## src/rtl/sad_search_ctrl_pkg.sv

```systemverilog
// sad_search_ctrl_pkg: shared defaults and FSM encoding for the motion-search controller
package sad_search_ctrl_pkg;
  localparam int SEARCH_RANGE_DEF = 8;
  localparam int SAD_W_DEF = 32;
  localparam int MV_W_DEF = 5;
  // Width of the SAD result bus shared with the SAD engine
  localparam int SAD_ENGINE_W = SAD_W_DEF;
  typedef enum logic [2:0] {S_IDLE, S_ISSUE, S_WAIT, S_UPDATE, S_NEXT, S_FIN} state_e;
endpackage

```

## src/rtl/sad_cand_counter.sv

```systemverilog
// sad_cand_counter: 2-D raster displacement counter, x inner, both axes -P..P-1
module sad_cand_counter import sad_search_ctrl_pkg::*; #(
  parameter int P = SEARCH_RANGE_DEF,
  parameter int MV_W = MV_W_DEF
) (
  input  logic                   clk,
  input  logic                   rst,
  input  logic                   clr_i,
  input  logic                   step_i,
  output logic signed [MV_W-1:0] x_o,
  output logic signed [MV_W-1:0] y_o,
  output logic                   last_o
);
  localparam logic signed [MV_W-1:0] LO = MV_W'(-P);
  localparam logic signed [MV_W-1:0] HI = MV_W'(P - 1);
  localparam logic signed [MV_W-1:0] ONE = MV_W'(1);
  logic signed [MV_W-1:0] x_q, x_d, y_q, y_d;
  logic x_end;
  always_comb begin
    x_end = x_q == HI;
    x_d = clr_i ? LO : step_i ? (x_end ? LO : x_q + ONE) : x_q;
    y_d = clr_i ? LO : (step_i && x_end) ? y_q + ONE : y_q;
  end
  always_ff @(posedge clk or posedge rst) begin
    if (rst) begin
      x_q <= LO;
      y_q <= LO;
    end else begin
      x_q <= x_d;
      y_q <= y_d;
    end
  end
  assign x_o = x_q;
  assign y_o = y_q;
  assign last_o = x_end && y_q == HI;
endmodule

```

## src/rtl/sad_search_ctrl.sv

```systemverilog
// sad_search_ctrl: full-search block-matching controller tracking the minimum-SAD displacement
module sad_search_ctrl import sad_search_ctrl_pkg::*; #(
  parameter int SEARCH_RANGE = SEARCH_RANGE_DEF,
  parameter int SAD_W = SAD_ENGINE_W,
  parameter int MV_W = MV_W_DEF
) (
  input  logic                   clk,
  input  logic                   rst,
  input  logic                   start,
  output logic                   sad_go,
  input  logic [SAD_W-1:0]       sad_val,
  input  logic                   sad_done,
  output logic signed [MV_W-1:0] cand_x,
  output logic signed [MV_W-1:0] cand_y,
  output logic [SAD_W-1:0]       best_sad,
  output logic signed [MV_W-1:0] best_x,
  output logic signed [MV_W-1:0] best_y,
  output logic                   busy,
  output logic                   done
);
  state_e state_q;
  logic go_q, busy_q, done_q, first_q, last, better;
  logic [SAD_W-1:0] sad_q, best_sad_q;
  logic signed [MV_W-1:0] best_x_q, best_y_q;
  sad_cand_counter #(.P(SEARCH_RANGE), .MV_W(MV_W)) u_cnt (
    .clk    (clk),
    .rst    (rst),
    .clr_i  (state_q == S_IDLE && start),
    .step_i (state_q == S_NEXT && !last),
    .x_o    (cand_x),
    .y_o    (cand_y),
    .last_o (last)
  );
  // Strict compare keeps the earlier candidate on ties
  assign better = first_q || sad_q < best_sad_q;
  always_ff @(posedge clk or posedge rst) begin
    if (rst) begin
      state_q <= S_IDLE;
      go_q <= 1'b0;
      busy_q <= 1'b0;
      done_q <= 1'b0;
      first_q <= 1'b0;
      sad_q <= '0;
      best_sad_q <= '1;
      best_x_q <= '0;
      best_y_q <= '0;
    end else begin
      go_q <= 1'b0;
      done_q <= 1'b0;
      case (state_q)
        S_IDLE: if (start) begin
          state_q <= S_ISSUE;
          go_q <= 1'b1;
          busy_q <= 1'b1;
          first_q <= 1'b1;
        end
        S_ISSUE: state_q <= S_WAIT;
        S_WAIT: if (sad_done) begin
          sad_q <= sad_val;
          state_q <= S_UPDATE;
        end
        S_UPDATE: begin
          if (better) begin
            best_sad_q <= sad_q;
            best_x_q <= cand_x;
            best_y_q <= cand_y;
          end
          first_q <= 1'b0;
          state_q <= S_NEXT;
        end
        S_NEXT: begin
          state_q <= last ? S_FIN : S_ISSUE;
          go_q <= !last;
          done_q <= last;
        end
        S_FIN: begin
          state_q <= S_IDLE;
          busy_q <= 1'b0;
        end
        default: state_q <= S_IDLE;
      endcase
    end
  end
  assign sad_go = go_q;
  assign busy = busy_q;
  assign done = done_q;
  assign best_sad = best_sad_q;
  assign best_x = best_x_q;
  assign best_y = best_y_q;
endmodule

```

## config.mk

```make
export PLATFORM = sky130hd
export DESIGN_NAME = sad_search_ctrl
export DESIGN_NICKNAME = d
export VERILOG_FILES = /design/src/rtl/sad_search_ctrl_pkg.sv /design/src/rtl/sad_cand_counter.sv /design/src/rtl/sad_search_ctrl.sv
export SDC_FILE = /design/constraint.sdc
export NUM_CORES = 1
export LEC_CHECK = 0
export BUFFER_PORTS_ARGS = -buffer_cell sky130_fd_sc_hd__clkbuf_2
export CORE_MARGIN = 2
export CORE_UTILIZATION = 55
export DETAILED_ROUTE_END_ITERATION = 10
export PLACE_DENSITY = 0.8
export SETUP_SLACK_MARGIN = 0.3
export SYNTH_ARGS = -nofsm -noshare
export SYNTH_HDL_FRONTEND = slang
export SYNTH_SLANG_ARGS = --single-unit
```

## constraint.sdc

```tcl
create_clock -name clk -period 3.71 [get_ports clk]
set_clock_uncertainty 0.2 [all_clocks]
set_input_delay 0.1855 -clock clk [delete_from_list [all_inputs] [get_ports clk]]
set_output_delay 0.1855 -clock clk [all_outputs]
set_load 0.01 [all_outputs]
```

After elaboration in Yosys (flattened, before gate mapping)
Index checks and enable logic that the tools add are counted. Widths: inputs -> output; s select.

Register bits: 91. Output and inout port bits: 55. Word-level logic and storage cells: 54.

Add/subtract/negate cells: 2. $lt $le $gt $ge: 1. Equal/unequal tests: 9. Mux-type cells: 15. Reductions and logical operators: 16.

Operator list (count): $lt 32x32->1 (1); $mux 5 (5); $pmux 3 s5 (1); $add 5x2->5 const B (2); $eq 5x4->1 const B (2); $reduce_and 2->1 (5); $mux 3 (3); $reduce_bool 2->1 (4); $eq 3x2->1 const B (2); $eq 3x3->1 const B (2); $pmux 1 s2 (3); $logic_and 1x1->1 (4); $ne 2x2->1 const B (2); $eq 3x1->1 const B (1); $logic_not 3->1 (1); $mux 1 (3); $logic_not 1->1 (1); $logic_or 1x1->1 (1).

Logic depth before layout (Yosys ltp)
Gate-level depths: netlist of the first run.

Word-level depth: 7. Gate-level depth with buffers: 9. Mapped depth without buffers: 8.

Hierarchy
A second synthesis of the first run with hierarchy kept.

Cells, all modules: 359. Area, all modules: 4424.2 sq um.

By module, submodules not included: sad_search_ctrl (times used 1, cells each 302, area each 3882.5 sq um, seq. area each 2067.0 sq um); sad_cand_counter (times used 1, cells each 57, area each 541.8 sq um, seq. area each 255.2 sq um).

Worst setup path after synthesis of the first run
OpenSTA, ideal clock, no wires.

Path type: register to register. Start point: register best_sad_q[11], in the netlist best_sad[11]. End point: register best_x_q[0], in the netlist best_x[0]. Setup time: 0.125 ns. Arrival time: 2.457 ns. Data required time: 3.385 ns. Setup slack: 0.928 ns. Cell stages (with the launch flop): 10. Buffers on the path: 1. Period minus slack after synthesis: 2.782 ns. Cells stage by stage: dfstp_2 -> inv_1 -> ha_1 -> a21oi_1 -> o21ai_0 -> a2111oi_4 -> o31ai_2 -> a21oi_4 -> buf_12 -> mux2_4.

Word-level cells in the longest chain between the ends: 3.

RTL lines: from (decl) (line sad_search_ctrl.sv:23) `logic [SAD_W-1:0] sad_q, best_sad_q;`; from (signal assigned) (line sad_search_ctrl.sv:64) `best_sad_q <= sad_q;`; $lt 32x32->1 (line sad_search_ctrl.sv:35) `assign better = first_q || sad_q < best_sad_q;`; $logic_or 1x1->1 (line sad_search_ctrl.sv:35); $reduce_and 2->1 (no source line); to (signal assigned) (line sad_search_ctrl.sv:65) `best_x_q <= cand_x;`; to (decl) (line sad_search_ctrl.sv:24) `logic signed [MV_W-1:0] best_x_q, best_y_q;`.

No other way between the ends. A chain may end at the register's enable or synchronous reset.

Final worst setup path of the first run
Start point: register best_sad_q[11], in the netlist best_sad[11]. End point: register best_x_q[4], in the netlist best_x[4].

The elaborated chain is that of the path after synthesis.

==> results of run 1 <==
[what timing repair did]
item                      CTS  global route
hold buffers               36             0
hold endpoints to repair   58             0
buffers inserted            0             0
[path summary, 6_finish.rpt]
path | startpoint | endpoint | slack [ns] | cells past startpoint
min in group clk | best_y[1] | best_y[1] | 0.32 | 1
max | best_sad[11] | best_x[4] | 0.77 | 9
min | rst | sad_q[17] | 0.17 | 3
min reg2reg | best_y[1] | best_y[1] | 0.32 | 1
max reg2reg | best_sad[11] | best_x[4] | 0.77 | 9
max in group asynchronous | rst | u_cnt.y_o[3] | 2.33 | 4
[layout make-up]
cell class | instances | area [µm²]
Clock buffer | 10 | 138
Clock inverter | 6 | 41.3
Fill cell | 592 | 2480
Inverter | 34 | 129
Multi-Input combinational cell | 220 | 2040
Sequential cell | 91 | 2320
Tap cell | 105 | 131
Timing Repair Buffer | 130 | 853
[placed cells by master (no fill, tap or decap), types with 2 or more instances in the layout]
cell type	n
clkbuf_8	10
clkbuf_2	90
dlygate4sd3_1	36
xnor2_1	2
clkinvlp_4	3
o21a_1	2
inv_1	33
mux2_4	40
nand2_1	30
mux2_2	34
nor2_1	15
clkinv_2	3
a21oi_1	14
ha_1	33
dfrtp_1	55
nand4_1	4
mux2i_1	2
buf_4	3
nand2b_1	3
nand3_1	4
xor2_1	5
nor3_1	3
dfstp_2	36
o21ai_0	12
[Yosys cell counts, drive strengths merged]
library cell | number | share of area
mux2 | 74 | 0.21
dfrtp | 55 | 0.30
dfstp | 36 | 0.21
inv | 34 | 0.028
ha | 33 | 0.090
nand2 | 31 | 0.026
nor2 | 16 | 0.013
a21oi | 15 | 0.019
o21ai | 12 | 0.013
buf | 5 | 0.020
xor2 | 5 | 0.0096
nand3 | 4 | 0.0044
nand4 | 4 | 0.0055
clkbuf | 3 | 0.0025
nand2b | 3 | 0.0041
nor3 | 3 | 0.0033
a2111oi | 2 | 0.0079
mux2i | 2 | 0.0044
o21a | 2 | 0.0033
xnor2 | 2 | 0.0038
a211oi | 1 | 0.0016
a21o | 1 | 0.0016
a22oi | 1 | 0.0016
a31o | 1 | 0.0019
a32oi | 1 | 0.0019
and2b | 1 | 0.0016
nor4 | 1 | 0.0014
nor4bb | 1 | 0.0022
o21bai | 1 | 0.0016
o31ai | 1 | 0.0027
or2 | 1 | 0.0014
or3 | 1 | 0.0014
[critical path, stage by stage, from the launching register on]
cell       delay, ns
dfstp_2         0.55
inv_1           0.05
ha_1            0.30
a21oi_1         0.16
o21ai_0         0.16
a2111oi_4       0.40
o31ai_2         0.15
a21oi_4         0.20
buf_12          0.27
mux2_2          0.37
[where the power goes]
part           leakage [nW]  internal, mW  switching [mW]
Combinational          1.59          1.24            1.04
Sequential             1.04          1.54           0.362
Clock                0.0843         0.260           0.355
[layer usage]
| layer | vias up | wire length, µm |
|---|---|---|
| met5 | - | 0 |
| met4 | 0 | 99 |
| met1 | 1519 | 4060 |
| met2 | 64 | 4400 |
| met3 | 9 | 385 |
| li1 | 1478 | - |
[registers in the layout (all words and copies together) (netlist names)]
signal and cells:
best_sad 32, sad_q 32, best_x 5, best_y 5
u_cnt.x_o 5, u_cnt.y_o 5, state_q 3, busy 1
done 1, first_q 1, sad_go 1
[cells by family (layout without fill, tap and decap cells)]
| kind of cell | count (synthesis) | after routing | synth area share |
|---|---|---|---|
| AOI/OAI and AO/OA | 38 | 38 | 0.0563 |
| xor gates and xnor gates | 7 | 7 | 0.0134 |
| adders and majority gates | 33 | 33 | 0.0901 |
| buffers and inverters | 42 | 180 | 0.0502 |
| DFF | 91 | 91 | 0.507 |
| muxes | 76 | 76 | 0.219 |
| and+or+nand+nor | 66 | 66 | 0.0642 |
[per-stage QoR]
step,hold WS (ns),setup WS [ns],area (µm²)
after floorplan,0.136,0.928,4580
after global placement,-0.0259,0.925,5110
after detailed placement,-0.00824,0.773,5110
after CTS,0.147,0.769,5650
after global routing,0.184,0.681,5650
final,0.167,0.769,5650
==> flow_summary.json, run 1 <==
{
  "status": "finished, final reports clean",
  "critPathMaxFanout": 32,
  "grt_pass1_wl_mm": 15.0,
  "stdcell_count": 596,
  "vias": 3070,
  "antenna_found_initial": 0,
  "cts_resized": 0,
  "cts.sinks": 91,
  "io_buffers": 90,
  "synth_cells": 353,
  "max_freq_ghz": 0.340,
  "leakage_nw": 2.72,
  "overflow": 0,
  "relSlewSlack": 0.336,
  "grt_usage": 0.217,
  "fp.dieH_um": 95.3,
  "peakVddDrop_uv": 347,
  "insertion_delay_ns": 0.36,
  "finalHoldViolations": 0,
  "area_growth_pct": 23.3,
  "dp.cells": 544,
  "rsz0062_at_grt": "false",
  "drive_gt1_frac": 0.464,
  "cts_buffers": 9,
  "hold_class": "in2async",
  "start_util": 0.563,
  "die_area_um2": 9080,
  "synth-seq-area-share": 0.507,
  "grt_busiest_layer": "met2",
  "die_w_um": 95.3,
  "dp_hpwl_mm": 6.32,
  "nNetsFinal": 555,
  "clock_path_buffers": 2,
  "cts_tree": "yes",
  "maxCapViolations": 0,
  "met2_usage": 0.366,
  "endpoint_kind": "register",
  "tightest_slew_ns": 0.994,
  "design.core.area_um2": 8130,
  "synth_cell_types": 37,
  "drt-wirelength-per-cell_um": 15.0,
  "critPathKind": "reg2reg",
  "period_minus_slack_ns": 2.94,
  "syn_area_per_cell_um2": 13.0,
  "power_density_nw_per_um2": 849,
  "tns_ns": 0,
  "timing.final.crit_share": 0.793,
  "diodes": 0,
  "total_power_mw": 4.80,
  "ys_ff_latch": 91,
  "routed_wl_mm": 8.95,
  "worst_setup_path_start_kind": "register",
  "antenna_left": 0,
  "routabilityCongestion": 0.751,
  "drtIter0Drc": 85,
  "grt_pass1_vias": 3122,
  "std_cell_rows": 33,
  "fin_util": 0.695,
  "grt_util_met3": 0.0538,
  "cts-root-buf": "clkbuf_8",
  "ioPinCount": 91,
  "htree_num_levels": 3,
  "drt-vias-per-instance": 5.15,
  "grt_start_max_net_pins": 36,
  "met1_usage": 0.278,
  "syn-num-nets": 422,
  "drcViolationCount": 0,
  "slew_violations": 0,
  "setup_viol": 0,
  "clk_pin_slew_ns": 0.09,
  "syn_area_um2": 4580,
  "first_pass_iters": 4,
  "critPathRequiredTime_ns": 3.76,
  "synth_warnings": 0,
  "crit_arrival_ns": 2.99
}
No activity file was read; power rests on OpenSTA's default activity.
==> run 2: changes to the inputs <==
--- a/config.mk
+++ b/config.mk
@@ -7,9 +7,9 @@
 export LEC_CHECK = 0
 export BUFFER_PORTS_ARGS = -buffer_cell sky130_fd_sc_hd__clkbuf_2
 export CORE_MARGIN = 2
-export CORE_UTILIZATION = 55
+export CORE_UTILIZATION = 50
 export DETAILED_ROUTE_END_ITERATION = 10
-export PLACE_DENSITY = 0.8
+export PLACE_DENSITY = 0.76
 export SETUP_SLACK_MARGIN = 0.3
 export SYNTH_ARGS = -nofsm -noshare
 export SYNTH_HDL_FRONTEND = slang
==> constraint.sdc (replaced) <==
create_clock -name clk -period 2.4 [get_ports clk]
set_clock_uncertainty 0.2 [all_clocks]
set_input_delay 0.12 -clock clk [delete_from_list [all_inputs] [get_ports clk]]
set_output_delay 0.12 -clock clk [all_outputs]
set_load 0.01 [all_outputs]
==> flow_summary.json, run 2 (synthesis gave the netlist of run 1 again) <==
{
  "worst_setup_path_start_kind": "register",
  "maxCapViolations": 0,
  "grt_usage": 0.210,
  "grt_pass1_vias": 3462,
  "ioPinCount": 91,
  "area_growth_pct": 38.8,
  "first_pass_iters": 4,
  "crit_path_cell_trace": "inv_1 -> ha_4 -> a21oi_4 -> o21ai_2 -> a2111oi_4 -> o31ai_4 -> a21oi_4 -> buf_12 -> buf_12 -> mux2_4",
  "antenna_left": 0,
  "path_buf_inv": 3,
  "crit_path_top_delay_cell": "dfstp_2",
  "cts_buffers": 9,
  "crit_arrival_ns": 2.67,
  "design.core.area_um2": 8810,
  "final_common_cell": "clkbuf_2",
  "failed_checks": "setup timing",
  "critPathKind": "reg2reg",
  "slew_violations": 0,
  "clock_path_buffers": 2,
  "cts-root-buf": "clkbuf_8",
  "drt-vias-per-instance": 5.06,
  "tightest_slew_ns": 0.802,
  "drive_gt1_frac": 0.550,
  "final_area_um2": 6360,
  "stdcell_count": 653,
  "max_freq_ghz": 0.380,
  "die_w_um": 99.7,
  "grt_start_max_net_pins": 44,
  "placed_cell_area_um2": 5500,
  "io_buffers": 90,
  "setup_viol": 42,
  "dp_hpwl_mm": 6.80,
  "drtIter0Drc": 52,
  "preCtsSetupSlack_ns": -0.267,
  "htree_num_levels": 3,
  "fin_util": 0.722,
  "start_util": 0.520,
  "layout_common_cells": "90 x clkbuf_2, 54 x dfrtp_1, 49 x buf_4, 42 x mux2_4",
  "die_area_um2": 9950,
  "power_density_nw_per_um2": 1390,
  "diodes": 0,
  "drt-wirelength-per-cell_um": 15.6,
  "timing.final.crit_share": 1.10,
  "finalHoldViolations": 0,
  "overflow": 0,
  "reg2reg_depth": 10,
  "dp.cells": 595,
  "routed_wl_mm": 10.2,
  "relSlewSlack": 0.464,
  "grt_pass1_wl_mm": 16.5,
  "routabilityCongestion": 0.788,
  "period_minus_slack_ns": 2.63,
  "critPathMaxFanout": 6,
  "cp_slowest_stage_delay_ns": 0.54,
  "endpoint_kind": "register",
  "cts_tree": "yes",
  "total_power_mw": 8.83,
  "insertion_delay_ns": 0.36,
  "layout_setup_ws_ns": -0.234,
  "drcViolationCount": 0,
  "cts.sinks": 91,
  "rsz0062_at_grt": "true",
  "std_cell_rows": 34,
  "antenna_found_initial": 0,
  "nNetsFinal": 609,
  "status": "finished with violations",
  "fp.dieH_um": 99.7,
  "leakage_nw": 3.06,
  "hold_class": "in2async",
  "vias": 3307,
  "clk_pin_slew_ns": 0.09,
  "peakVddDrop_uv": 659,
  "critPathRequiredTime_ns": 2.44,
  "path_depth": 10,
  "critical_path.top_delay_family": "compound AO/OA/AOI/OAI gates"
}
[run 2: cell count changes in the layout (fill, tap and decap cells not counted), moves of 3 or more]
| cell | delta |
|---|---|
| buf_4 | +46 |
| ha_1 | -6 |
| ha_4 | +6 |
| buf_12 | +4 |
| o21ai_0 | -4 |
| a21oi_1 | -3 |
| clkbuf_1 | +3 |
| clkinv_2 | -3 |
| o21ai_1 | +3 |
[run 2: worst min-delay path, delay by kind of cell]
kind	cells	cell delay, ns
buf+inv	3	1.17
[run 2: final timing paths]
path	slack (ns)	from	to
worst max register to register	-0.23	best_sad[11]	best_y[2]
worst min register to register	0.32	best_y[0]	best_y[0]
worst max-delay path	-0.23	best_sad[11]	best_y[2]
max in group asynchronous	1.02	rst	best_sad[15]
worst min-delay path	0.23	rst	sad_q[17]
min in group clk	0.32	sad_val[18]	sad_q[18]
[run 2: area by class of cell]
class	count	area, µm²
clock buffers	13	149
clock inverters	3	23.8
fillers	564	2440
inverters	34	131
multi-input cells	220	2210
flip-flops and latches	91	2320
well taps	108	135
repair buffers	184	1380
[run 2: through the flow]
stage               hold WS (ns)  TNS [ns]
CTS                        0.253     -9.27
floorplan                 0.0704     -8.00
finish                     0.233     -8.82
global route               0.286    -10.79
global placement          0.0817    -11.00
detailed placement        0.0941     -9.57
[run 2: metal layers]
layer / wire length [µm] / global-route usage / vias up
met1: 4620 / 0.278 / 1636
met5: 0 / 0 / -
met4: 125 / 0.0558 / 0
met3: 404 / 0.0422 / 11
li1: - / - / 1590
met2: 5020 / 0.354 / 70
[run 2: report_power, final]
group | total [mW] | internal [mW] | switching [mW]
Combinational | 5.06 | 2.91 | 2.16
Clock | 0.938 | 0.409 | 0.530
Sequential | 2.83 | 2.38 | 0.451
[run 2: timing repair]
item	4_1_cts	5_1_grt
resized for setup	22	17
hold buffers	36	0
pin swaps	5	16
setup endpoints to repair	46	48
buffers inserted	2	0
gates cloned	2	2
endpoints found under the hold margin	54	0
